<file path="src/rtl/axis_conv_pkg.sv">
// Shared configuration, page metadata and FSM state types for the paged N->M width converter.
// Page geometry (N, M, LCM) is a codebase-wide setting; the page count is set per instance.
package axis_conv_pkg;

  localparam int CFG_N     = 8;
  localparam int CFG_M     = 3;
  localparam int CFG_LCM   = 24;
  localparam int CFG_PAGES = 4;

  localparam int KN     = CFG_LCM / CFG_N;  // input slots per page
  localparam int KM     = CFG_LCM / CFG_M;  // output words per full page
  localparam int FILL_W = $clog2(CFG_LCM + 1);

  typedef struct packed {
    logic              first;
    logic              last;
    logic [FILL_W-1:0] fill;
  } page_meta_t;

  typedef enum logic {W_IDLE, W_FILL} wr_state_t;
  typedef enum logic {R_IDLE, R_EMIT} rd_state_t;

  function automatic int ceil_div(input int a, input int b);
    return (a + b - 1) / b;
  endfunction

endpackage

</file>
<file path="src/rtl/axis_conv_page_mem.sv">
// Page store: PAGES x LCM bits, one N-bit slot write port and one M-bit word read port
// that zeroes every bit at or beyond the page fill level.
module axis_conv_page_mem
  import axis_conv_pkg::*;
#(
  parameter int N     = CFG_N,
  parameter int M     = CFG_M,
  parameter int LCM   = CFG_LCM,
  parameter int PAGES = CFG_PAGES,
  localparam int PW    = $clog2(PAGES),
  localparam int SLOTS = LCM / N,
  localparam int WORDS = LCM / M,
  localparam int SW    = $clog2(SLOTS),
  localparam int JW    = $clog2(WORDS)
) (
  input  logic              clk,
  input  logic              we,
  input  logic [PW-1:0]     wr_page,
  input  logic [SW-1:0]     wr_slot,
  input  logic [N-1:0]      wr_data,
  input  logic [PW-1:0]     rd_page,
  input  logic [JW-1:0]     rd_word,
  input  logic [FILL_W-1:0] rd_fill,
  output logic [M-1:0]      rd_data
);

  logic [LCM-1:0] mem [PAGES];

  // NOTE: the array has no reset; stale bits are never visible because reads are masked by fill.
  always_ff @(posedge clk) begin
    if (we) begin
      for (int s = 0; s < SLOTS; s++) begin
        if (wr_slot == SW'(s)) mem[wr_page][LCM-1-s*N -: N] <= wr_data;
      end
    end
  end

  // Bit i of word w sits at MSB-relative position w*M + (M-1-i).
  always_comb begin
    rd_data = '0;
    for (int w = 0; w < WORDS; w++) begin
      if (rd_word == JW'(w)) begin
        for (int i = 0; i < M; i++) begin
          if (int'(rd_fill) > w*M + M-1-i) rd_data[i] = mem[rd_page][LCM-M-w*M+i];
        end
      end
    end
  end

endmodule

</file>
<file path="src/rtl/axis_width_conv_paged.sv">
// Framed N->M width converter staging data in a ring of LCM-bit pages.
// Write FSM packs input words into pages; read side unpacks committed pages into M-bit words.
module axis_width_conv_paged
  import axis_conv_pkg::*;
#(
  parameter int N     = CFG_N,
  parameter int M     = CFG_M,
  parameter int LCM   = CFG_LCM,
  parameter int PAGES = CFG_PAGES
) (
  input  logic          clk,
  input  logic          rst,
  input  logic [N-1:0]  s_axis_tdata,
  input  logic          s_axis_tfirst,
  input  logic          s_axis_tlast,
  input  logic          s_axis_tvalid,
  output logic          s_axis_tnext,
  input  logic          m_axis_tnext,
  output logic [M-1:0]  m_axis_tdata,
  output logic          m_axis_tfirst,
  output logic          m_axis_tlast,
  output logic          m_axis_tvalid,
  output logic          frame_err,
  output logic [15:0]   bit_count
);

  localparam int PW = $clog2(PAGES);
  localparam int UW = $clog2(PAGES + 1);
  localparam int SW = $clog2(KN);
  localparam int JW = $clog2(KM);

  if (N != CFG_N || M != CFG_M || LCM != CFG_LCM) begin : g_geom_chk
    $error("axis_width_conv_paged: N/M/LCM must match axis_conv_pkg");
  end
  if (PAGES * LCM > 65535) begin : g_cap_chk
    $error("axis_width_conv_paged: PAGES*LCM exceeds the 16-bit bit_count range");
  end
  if (PAGES < 2 || (PAGES & (PAGES - 1)) != 0) begin : g_pages_chk
    $error("axis_width_conv_paged: PAGES must be a power of 2 and >= 2");
  end

  wr_state_t     wr_state, wr_state_nxt;
  rd_state_t     rd_state, rd_state_nxt;
  logic [SW-1:0] slot, slot_nxt;
  logic          open_first, open_first_nxt;
  logic [PW-1:0] wr_ptr, rd_ptr, wr_ptr_p1;
  logic [UW-1:0] pages_used, pages_used_nxt;
  logic [JW-1:0] rd_word, rd_word_nxt;
  logic [15:0]   bit_count_nxt;
  logic          up;

  page_meta_t    meta [PAGES];
  page_meta_t    cur, meta_a, meta_b;
  logic          meta_a_we, meta_b_we;
  logic [PW-1:0] mem_page;
  logic [SW-1:0] mem_slot;
  logic [M-1:0]  rd_data;

  logic          first_flag, err_case, accept;
  logic          pop, pop_free, last_word;
  int            commits, rem_bits;

  assign wr_ptr_p1 = wr_ptr + PW'(1);
  assign cur       = meta[rd_ptr];

  // Write side: a tfirst inside an open page closes it and restarts in the next page,
  // which can commit two pages in one cycle, so it needs two free pages.
  // NOTE: every combinational output gets a default first so no latch is inferred.
  always_comb begin
    wr_state_nxt   = wr_state;
    slot_nxt       = slot;
    open_first_nxt = open_first;
    commits        = 0;
    meta_a_we      = 1'b0;
    meta_b_we      = 1'b0;
    meta_a         = '0;
    meta_b         = '0;
    mem_page       = wr_ptr;
    mem_slot       = slot;
    first_flag     = (wr_state == W_IDLE) ? s_axis_tfirst : open_first;
    err_case       = s_axis_tfirst && (wr_state == W_FILL);
    accept         = s_axis_tvalid && up &&
                     (err_case ? (int'(pages_used) <= PAGES - 2) : (int'(pages_used) < PAGES));
    if (accept) begin
      if (err_case) begin
        meta_a_we = 1'b1;
        meta_a    = '{first: open_first, last: 1'b1, fill: FILL_W'(int'(slot) * N)};
        commits   = 1;
        mem_page  = wr_ptr_p1;
        mem_slot  = '0;
        if (s_axis_tlast) begin
          meta_b_we    = 1'b1;
          meta_b       = '{first: 1'b1, last: 1'b1, fill: FILL_W'(N)};
          commits      = 2;
          wr_state_nxt = W_IDLE;
          slot_nxt     = '0;
        end else begin
          wr_state_nxt   = W_FILL;
          slot_nxt       = SW'(1);
          open_first_nxt = 1'b1;
        end
      end else if (s_axis_tlast || int'(slot) == KN - 1) begin
        meta_a_we    = 1'b1;
        meta_a       = '{first: first_flag, last: s_axis_tlast, fill: FILL_W'((int'(slot) + 1) * N)};
        commits      = 1;
        wr_state_nxt = W_IDLE;
        slot_nxt     = '0;
      end else begin
        wr_state_nxt   = W_FILL;
        slot_nxt       = slot + SW'(1);
        open_first_nxt = first_flag;
      end
    end
  end

  // Read side and shared occupancy accounting.
  always_comb begin
    last_word      = (int'(rd_word) == ceil_div(int'(cur.fill), M) - 1);
    rem_bits       = int'(cur.fill) - int'(rd_word) * M;
    pop            = m_axis_tnext && m_axis_tvalid;
    pop_free       = pop && last_word;
    rd_word_nxt    = rd_word;
    if (pop) rd_word_nxt = last_word ? '0 : rd_word + JW'(1);
    pages_used_nxt = UW'(int'(pages_used) + commits - int'(pop_free));
    bit_count_nxt  = 16'(int'(bit_count) + (accept ? N : 0) - (pop ? (last_word ? rem_bits : M) : 0));
    rd_state_nxt   = (pages_used_nxt != '0) ? R_EMIT : R_IDLE;
  end

  // NOTE: sequential state uses non-blocking assignments so every register samples pre-edge values.
  always_ff @(posedge clk or negedge rst) begin
    if (!rst) begin
      wr_state   <= W_IDLE;
      rd_state   <= R_IDLE;
      slot       <= '0;
      open_first <= 1'b0;
      wr_ptr     <= '0;
      rd_ptr     <= '0;
      pages_used <= '0;
      rd_word    <= '0;
      bit_count  <= '0;
      frame_err  <= 1'b0;
      up         <= 1'b0;
    end else begin
      wr_state   <= wr_state_nxt;
      rd_state   <= rd_state_nxt;
      slot       <= slot_nxt;
      open_first <= open_first_nxt;
      wr_ptr     <= wr_ptr + PW'(commits);
      rd_ptr     <= rd_ptr + PW'(pop_free);
      pages_used <= pages_used_nxt;
      rd_word    <= rd_word_nxt;
      bit_count  <= bit_count_nxt;
      frame_err  <= accept && err_case;
      up         <= 1'b1;
    end
  end

  always_ff @(posedge clk) begin
    if (meta_a_we) meta[wr_ptr]    <= meta_a;
    if (meta_b_we) meta[wr_ptr_p1] <= meta_b;
  end

  axis_conv_page_mem #(.N(N), .M(M), .LCM(LCM), .PAGES(PAGES)) u_mem (
    .clk     (clk),
    .we      (accept),
    .wr_page (mem_page),
    .wr_slot (mem_slot),
    .wr_data (s_axis_tdata),
    .rd_page (rd_ptr),
    .rd_word (rd_word),
    .rd_fill (cur.fill),
    .rd_data (rd_data)
  );

  assign s_axis_tnext  = accept;
  assign m_axis_tvalid = (rd_state == R_EMIT);
  assign m_axis_tdata  = m_axis_tvalid ? rd_data : '0;
  assign m_axis_tfirst = m_axis_tvalid && cur.first && (rd_word == '0);
  assign m_axis_tlast  = m_axis_tvalid && cur.last && last_word;

endmodule

</file>
<file path="config.mk">
export PLATFORM = sky130hd
export DESIGN_NAME = axis_width_conv_paged
export DESIGN_NICKNAME = d
export VERILOG_FILES = /design/src/rtl/axis_conv_pkg.sv /design/src/rtl/axis_conv_page_mem.sv /design/src/rtl/axis_width_conv_paged.sv
export SDC_FILE = /design/constraint.sdc
export NUM_CORES = 1
export LEC_CHECK = 0
export BUFFER_PORTS_ARGS = -buffer_cell sky130_fd_sc_hd__buf_2
export CAP_MARGIN = 15
export CORE_UTILIZATION = 32
export DETAILED_ROUTE_END_ITERATION = 8
export GPL_TIMING_DRIVEN = 0
export PLACE_DENSITY = 0.49
export SLEW_MARGIN = 20
export SYNTH_ARGS = -nofsm -noshare
export SYNTH_HDL_FRONTEND = slang
export SYNTH_SLANG_ARGS = --single-unit
</file>
<file path="constraint.sdc">
create_clock -name clk -period 4.23 [get_ports clk]
set_clock_uncertainty 0.1 [all_clocks]
set_input_delay 0.423 -clock clk [delete_from_list [all_inputs] [get_ports clk]]
set_output_delay 0.423 -clock clk [all_outputs]
set_load 0.02 [all_outputs]
</file>
# Word level (Yosys, flattened, before mapping)
# Memory sizes are Yosys's and may differ from the RTL's.
# Cells that the tools add are included.
op_classes:
  addsub: 14
  n_mul: 1
  div_mod_pow: 1
  magnitude_cmp: 26
  n_eq_ne: 13
  shifts: 0
  muxes: 82
  bitwise: 0
  reduce_logical: 15
op_table:
  columns: ["op", "n"]
  rows:
  - ["$mux 1", 54]
  - ["$mux 7", 6]
  - ["$gt 5x4->1 const B", 8]
  - ["$gt 5x5->1 const B", 8]
  - ["$mux 3", 11]
  - ["$div 32x3->32 const B", 1]
  - ["$eq 4x32->1", 1]
  - ["$mux 16", 2]
  - ["$sub 32x2->32 const B", 1]
  - ["$gt 5x3->1 const B", 4]
  - ["$add 16x4->16", 1]
  - ["$mux 2", 8]
  - ["$sub 16x16->16", 1]
  - ["$eq 3x3->1 const B", 4]
  - ["$gt 5x1->1 const B", 2]
  - ["$gt 5x2->1 const B", 2]
  - ["$logic_and 1x1->1", 10]
  - ["$sub 6x1->7 const B", 1]
  - ["$add 2x1->2 const B", 3]
  - ["$add 5x2->6 const B", 1]
  - ["$eq 3x2->1 const B", 2]
  - ["$sub 5x5->6", 1]
  - ["$mul 3x2->5 const B", 1]
  - ["$eq 2x2->1 const B", 2]
  - ["other kinds (16)", 17]
totals:
  register_bits: 33
  latch_bits: 0
  mem_bits_rw: 124
  rom_bits: 0
  inputBits: 14
  out_inout_bits: 24
  elab_cells: 165
  n_memories: 2
mem_list:
  columns: ["name", "depth", "width", "rd", "rd_ports_with_merged_regs", "write_ports", "line_no", "source"]
  rows:
  - ["u_mem.mem", 4, 24, 1, 0, 1, "axis_conv_page_mem.sv:27", "logic [LCM-1:0] mem [PAGES];"]
  - ["meta", 4, 7, 1, 0, 2, "axis_width_conv_paged.sv:52", "page_meta_t meta [PAGES];"]

# Depth between registers and ports, before layout
# An unclocked memory read counts as a cell.
depth:
  word_depth: 19
  depth_mapped: 18
  ltp_nobuf: 17

# Cells and area by module
# Synthesis repeated with hierarchy kept, for this count alone.
hier_totals:
  hier_cells: 561
  area_unflattened_um2: 7350.8
modules_own_cells:
  columns: ["mod", "instances", "cells_each", "area_per_inst_um2", "seq_area_each_um2"]
  rows:
  - ["axis_conv_page_mem", 1, 234, 4060.1, 2882.8]
  - ["axis_width_conv_paged", 1, 327, 3290.7, 1266.2]

# Least setup slack after synthesis
# Ideal clock, no wire load.
synth_path:
  path_kind: "register -> register"
  startpoint: "register rd_ptr[0]"
  endpoint: "register bit_count[11]"
  setup_ns: 0.069
  arrival_time_ns: 4.220
  required_time_ns: 4.061
  path_slack_ns: -0.159
  path_stages_with_launch: 19
  n_path_buf: 1
  synth_period_minus_slack_ns: 4.389
  cell_sequence: "dfrtp_1 > buf_6 > mux4_2 > inv_1 > ha_1 > inv_1 > ha_1 > a21oi_1 > nand2_1 > a211oi_2 > inv_1 > ha_1 > ha_1 > o21ai_0 > o21bai_1 > a21oi_1 > o21ai_0 > or4b_2 > nand3_1"
synth_via:
  elab_chain_len: 9
  word_cells_on_any_way: 10
  classes_between: "add/sub: 5; div: 1; eq/ne: 1; mux: 2; memory: 1"
synth_rtl:
  columns: ["item", "line_no", "source"]
  rows:
  - ["start, declared", "axis_width_conv_paged.sv:46", "logic [PW-1:0] wr_ptr, rd_ptr, wr_ptr_p1;"]
  - ["start signal, assigned", "axis_width_conv_paged.sv:149", "rd_ptr <= rd_ptr + PW'(pop_free);"]
  - ["$mem_v2 4x7 (*)", null, null]
  - ["$add 5x2->6", "axis_conv_pkg.sv:24", "return (a + b - 1) / b;"]
  - ["$sub 6x1->7", "axis_conv_pkg.sv:24", null]
  - ["$div 32x3->32", "axis_conv_pkg.sv:24", null]
  - ["$sub 32x2->32", "axis_width_conv_paged.sv:118", "last_word = (int'(rd_word) == ceil_div(int'(cur.fill), M) - 1);"]
  - ["$eq 4x32->1", "axis_width_conv_paged.sv:118", null]
  - ["$mux 16 (*) (2 in series)", "axis_width_conv_paged.sv:125", "bit_count_nxt = 16'(int'(bit_count) + (accept ? N : 0) - (pop ? (last_word ? rem_bits : M) : 0));"]
  - ["$sub 16x16->16 (*)", "axis_width_conv_paged.sv:125", null]
  - ["net bit_count_nxt[11]", "axis_width_conv_paged.sv:49", "logic [15:0] bit_count_nxt;"]
  - ["end signal, assigned", "axis_width_conv_paged.sv:152", "bit_count <= bit_count_nxt;"]
  - ["end, declared", "axis_width_conv_paged.sv:24", "output logic [15:0] bit_count"]
# Mark *: on every way through the listed nets, which the timed path passes. The rest lies on a longest branch.
# A chain may end at the register's enable or synchronous reset.

# Worst setup path in the final report
layout_path:
  startpoint: "register rd_ptr[0]"
  endpoint: "register bit_count[10]"
# The elaborated chain is that of the path after synthesis.

==> flow_summary.toml <==
[outcome]
status = "finished with violations"
violations = "design-rule violations, negative hold slack"

[logic_synthesis]
synth.area.mux_share_pct = 10.6
seq_area_frac_synth_pct = 57.6
synth_top_family_by_area = "multiplexers"
yosysWarnings = 0
async_flop_share_pct = 22.8
syn_avg_cell_area_um2 = 13.6
synth_area_um2 = 7210
netlist_instances = 529
synthXorXnorAreaFrac_pct = 2.78
synth.top_cells.by_area = "edfxtp_1 (45%), dfrtp_1 (11%), ha_1 (8.7%)"
synth-simple-area-share_pct = 8.49
synthFlopType = "edfxtp_1"
synth_top_area_cell = "edfxtp_1"
yosysUniqueCellTypes = 57
synth-seq-cells = 145
synth_compound_area_share_pct = 8.71
synth_edf_count = 108
synth-adder-area-share_pct = 9.51
synth.top_cell.area_share_pct = 45.0

[placed_design]
port_buffers = 37
dp_slack_ns = -0.644
gp_congestion = 0.824
dp_hpwl_um = 11400

[worst_setup_path]
cp_num_buf_inv = 5
crit_required_ns = 4.48
crit_family = "compound AO/OA/AOI/OAI gates"
arrival_ns = 4.36
crit_slowest_cell = "mux4_2"
cp_cell_sequence = "buf_6 > mux4_2 > inv_2 > ha_1 > inv_1 > ha_1 > nand3_1 > nand2_1 > a211oi_4 > inv_4 > ha_1 > ha_4 > a2111oi_4 > o21ai_2 > buf_4 > a31o_2 > a21oi_2 > xnor2_1"
criticalPathCategory = "flip-flop to flip-flop"
cpPeakStageDelay_ns = 0.53
worstSetupEndpointType = "flip-flop"
crit_path_frequent_cell = "ha_1"
crit_path_max_fanout = 6
start_kind = "flip-flop"

[timing]
drv_slew = 0
hold_viol_final = 11
post-route-period-util_pct = 97.2
rsz0062_at_grt = "yes"
finalCriticalPeriod_ns = 4.11
max_slew_margin_pct = 31.2
setup_ws_ns = 0.119
setup_violations = 0
max_freq_ghz = 0.243
tns_ns = 0
holdWs_ns = -0.00765
worst_slew_pin_slew_ns = 1.03

[routing]
wl_per_cell_um = 18.1
ant_nets = 0
drc = 2
via_per_inst = 5.04
vias = 4497
first_pass_iters = 6
drtIter0Drc = 280
routed_wl_um = 16200

[power]
irDropWorstVdd_mv = 0.354
p_total_uw = 7060
powerDensity_nw_per_um2 = 810
power_leakage_uw = 0.00330

[die]
die_w_um = 152
io_pins = 38
dieHeight_um = 152
start_util_pct = 32.8
die-area_um2 = 23100
rows = 54
fp.coreArea_um2 = 22000

[global_route]
grt_util_met1_pct = 18.0
grt_pass1_vias = 4785
antenna_found_initial = 0
grt_pass1_wl_um = 25800
grt_util_met2_pct = 25.6
gr-total-overflow = 0
grt_start_max_net_pins = 34
grt_usage_pct = 14.8
gr-max-usage-layer = "met2"
met3_usage_pct = 3.17

[final_layout]
num-nets-final = 668
multiInputGateArea_um2 = 3130
area.sequential_um2 = 4150
final_cell_mix = "edfxtp_1 (108), nand2_1 (44), ha_1 (41), buf_2 (38), nor2_1 (36)"
drive_gt1_share_pct = 23.5
num_antenna_cells = 0
area_delta_synth_final_pct = 20.9
finish.utilization_pct = 39.7
fillerInstances = 2063
layout_commonest_cell = "edfxtp_1"

[cts]
htreeDepth = 4
clk_path_buf_depth = 2
cts_tree = "built"
clk_pin_slew_worst_paths_ns = 0.06
root_buffer = "clkbuf_16"
postCtsHoldBufs = 0
insertion_delay_ns = 0.43
cts_buffers = 17
clock-sinks = 145

[min_path]
hp-class = "input pin to asynchronous set/reset pin"

[job]
cap_violations = 0
final timing paths:
path                                    start  depth (start not counted)             to  slack, ns
min in group clk                s_axis_tfirst                          3     open_first       0.23
worst min register to register  pages_used[0]                          1  pages_used[0]       0.45
worst max-delay path                rd_ptr[0]                         18  bit_count[10]       0.12
worst min-delay path                      rst                          1  pages_used[2]     -0.008
max in group asynchronous                 rst                          1  bit_count[14]       3.52
worst max register to register      rd_ptr[0]                         18  bit_count[10]       0.12
where the power goes:
part | internal, uW | switching [uW] | total, uW
clock network | 985 | 590 | 1570
registers | 1760 | 156 | 1920
logic | 1660 | 1900 | 3570
total | 4410 | 2650 | 7060
layer usage:
layer / part of all wire [%] / vias to the layer above
li1: - / 2162
met1: 44 / 2224
met2: 51 / 85
met3: 3.3 / 26
met4: 1.9 / 0
met5: 0 / -
through the flow:
step | instance area, um^2 | hold WS, ns | cells
CTS | 8570 | 0.0151 | 890
finish | 8720 | -0.00765 | 893
global route | 8720 | 0.0478 | 893
detailed placement | 7760 | 0.440 | 847
global placement | 7760 | 0.406 | 847
floorplan | 7230 | 0.0274 | 530
synthesized netlist by cell type (2+ instances only):
library cell and n:
mux2i_1 8, nand4_1 2, dfrtp_1 33, fa_1 3, o31ai_1 2, a22o_1 3
o311ai_0 2, nor2_1 36, buf_4 2, mux4_1 8, nor3_1 10, nor2b_1 9
o21ai_0 20, nand2b_1 3, mux2_2 2, a21oi_1 33, or3_1 2, o21bai_1 2
mux4_2 20, a21o_1 7, o22ai_1 3, a211oi_1 7, a22oi_1 9, edfxtp_1 108
inv_1 27, nand2_1 45, a2111oi_0 3, and3_1 5, a31oi_1 3, dfxtp_1 4
xnor2_1 14, nor4_1 2, clkbuf_1 7, ha_1 50, xor2_1 7, nand4b_1 2
nand3_1 6
what timing repair did:
item,4_1_cts,5_1_grt
gates resized for setup,21,24
setup endpoints to repair,8,6
pin swaps,6,10
setup buffers,12,3
sequential cells by signal, summed over array words and instances, names as in the netlist, 2 cells and up:
register    count
bit_count      16
pages_used      3
u_mem.mem      96
rd_ptr          2
rd_word         3
meta           16
slot            2
wr_ptr          2
cell type report:
class                      count  share of cell area, %
sequential                   145                   47.6
multi-input combinational    345                   35.9
clock buffer                  18                   4.92
tap                          280                   4.02
timing repair buffer          52                   3.42
clock inverter                13                   2.11
inverter                      28                   1.28
buffer                        12                  0.732
logic make-up (layout without fill, tap and decap cells):
kind of cell	after synthesis	count (layout)
other	1	2
XOR/XNOR	22	22
AO/OA/AOI/OAI	100	100
multiplexers	38	38
adder cells (fa/ha/maj)	53	53
AND/OR/NAND/NOR	130	130
flip-flops	145	145
buffers and inverters	40	123
(Power assumes the default switching activity.)
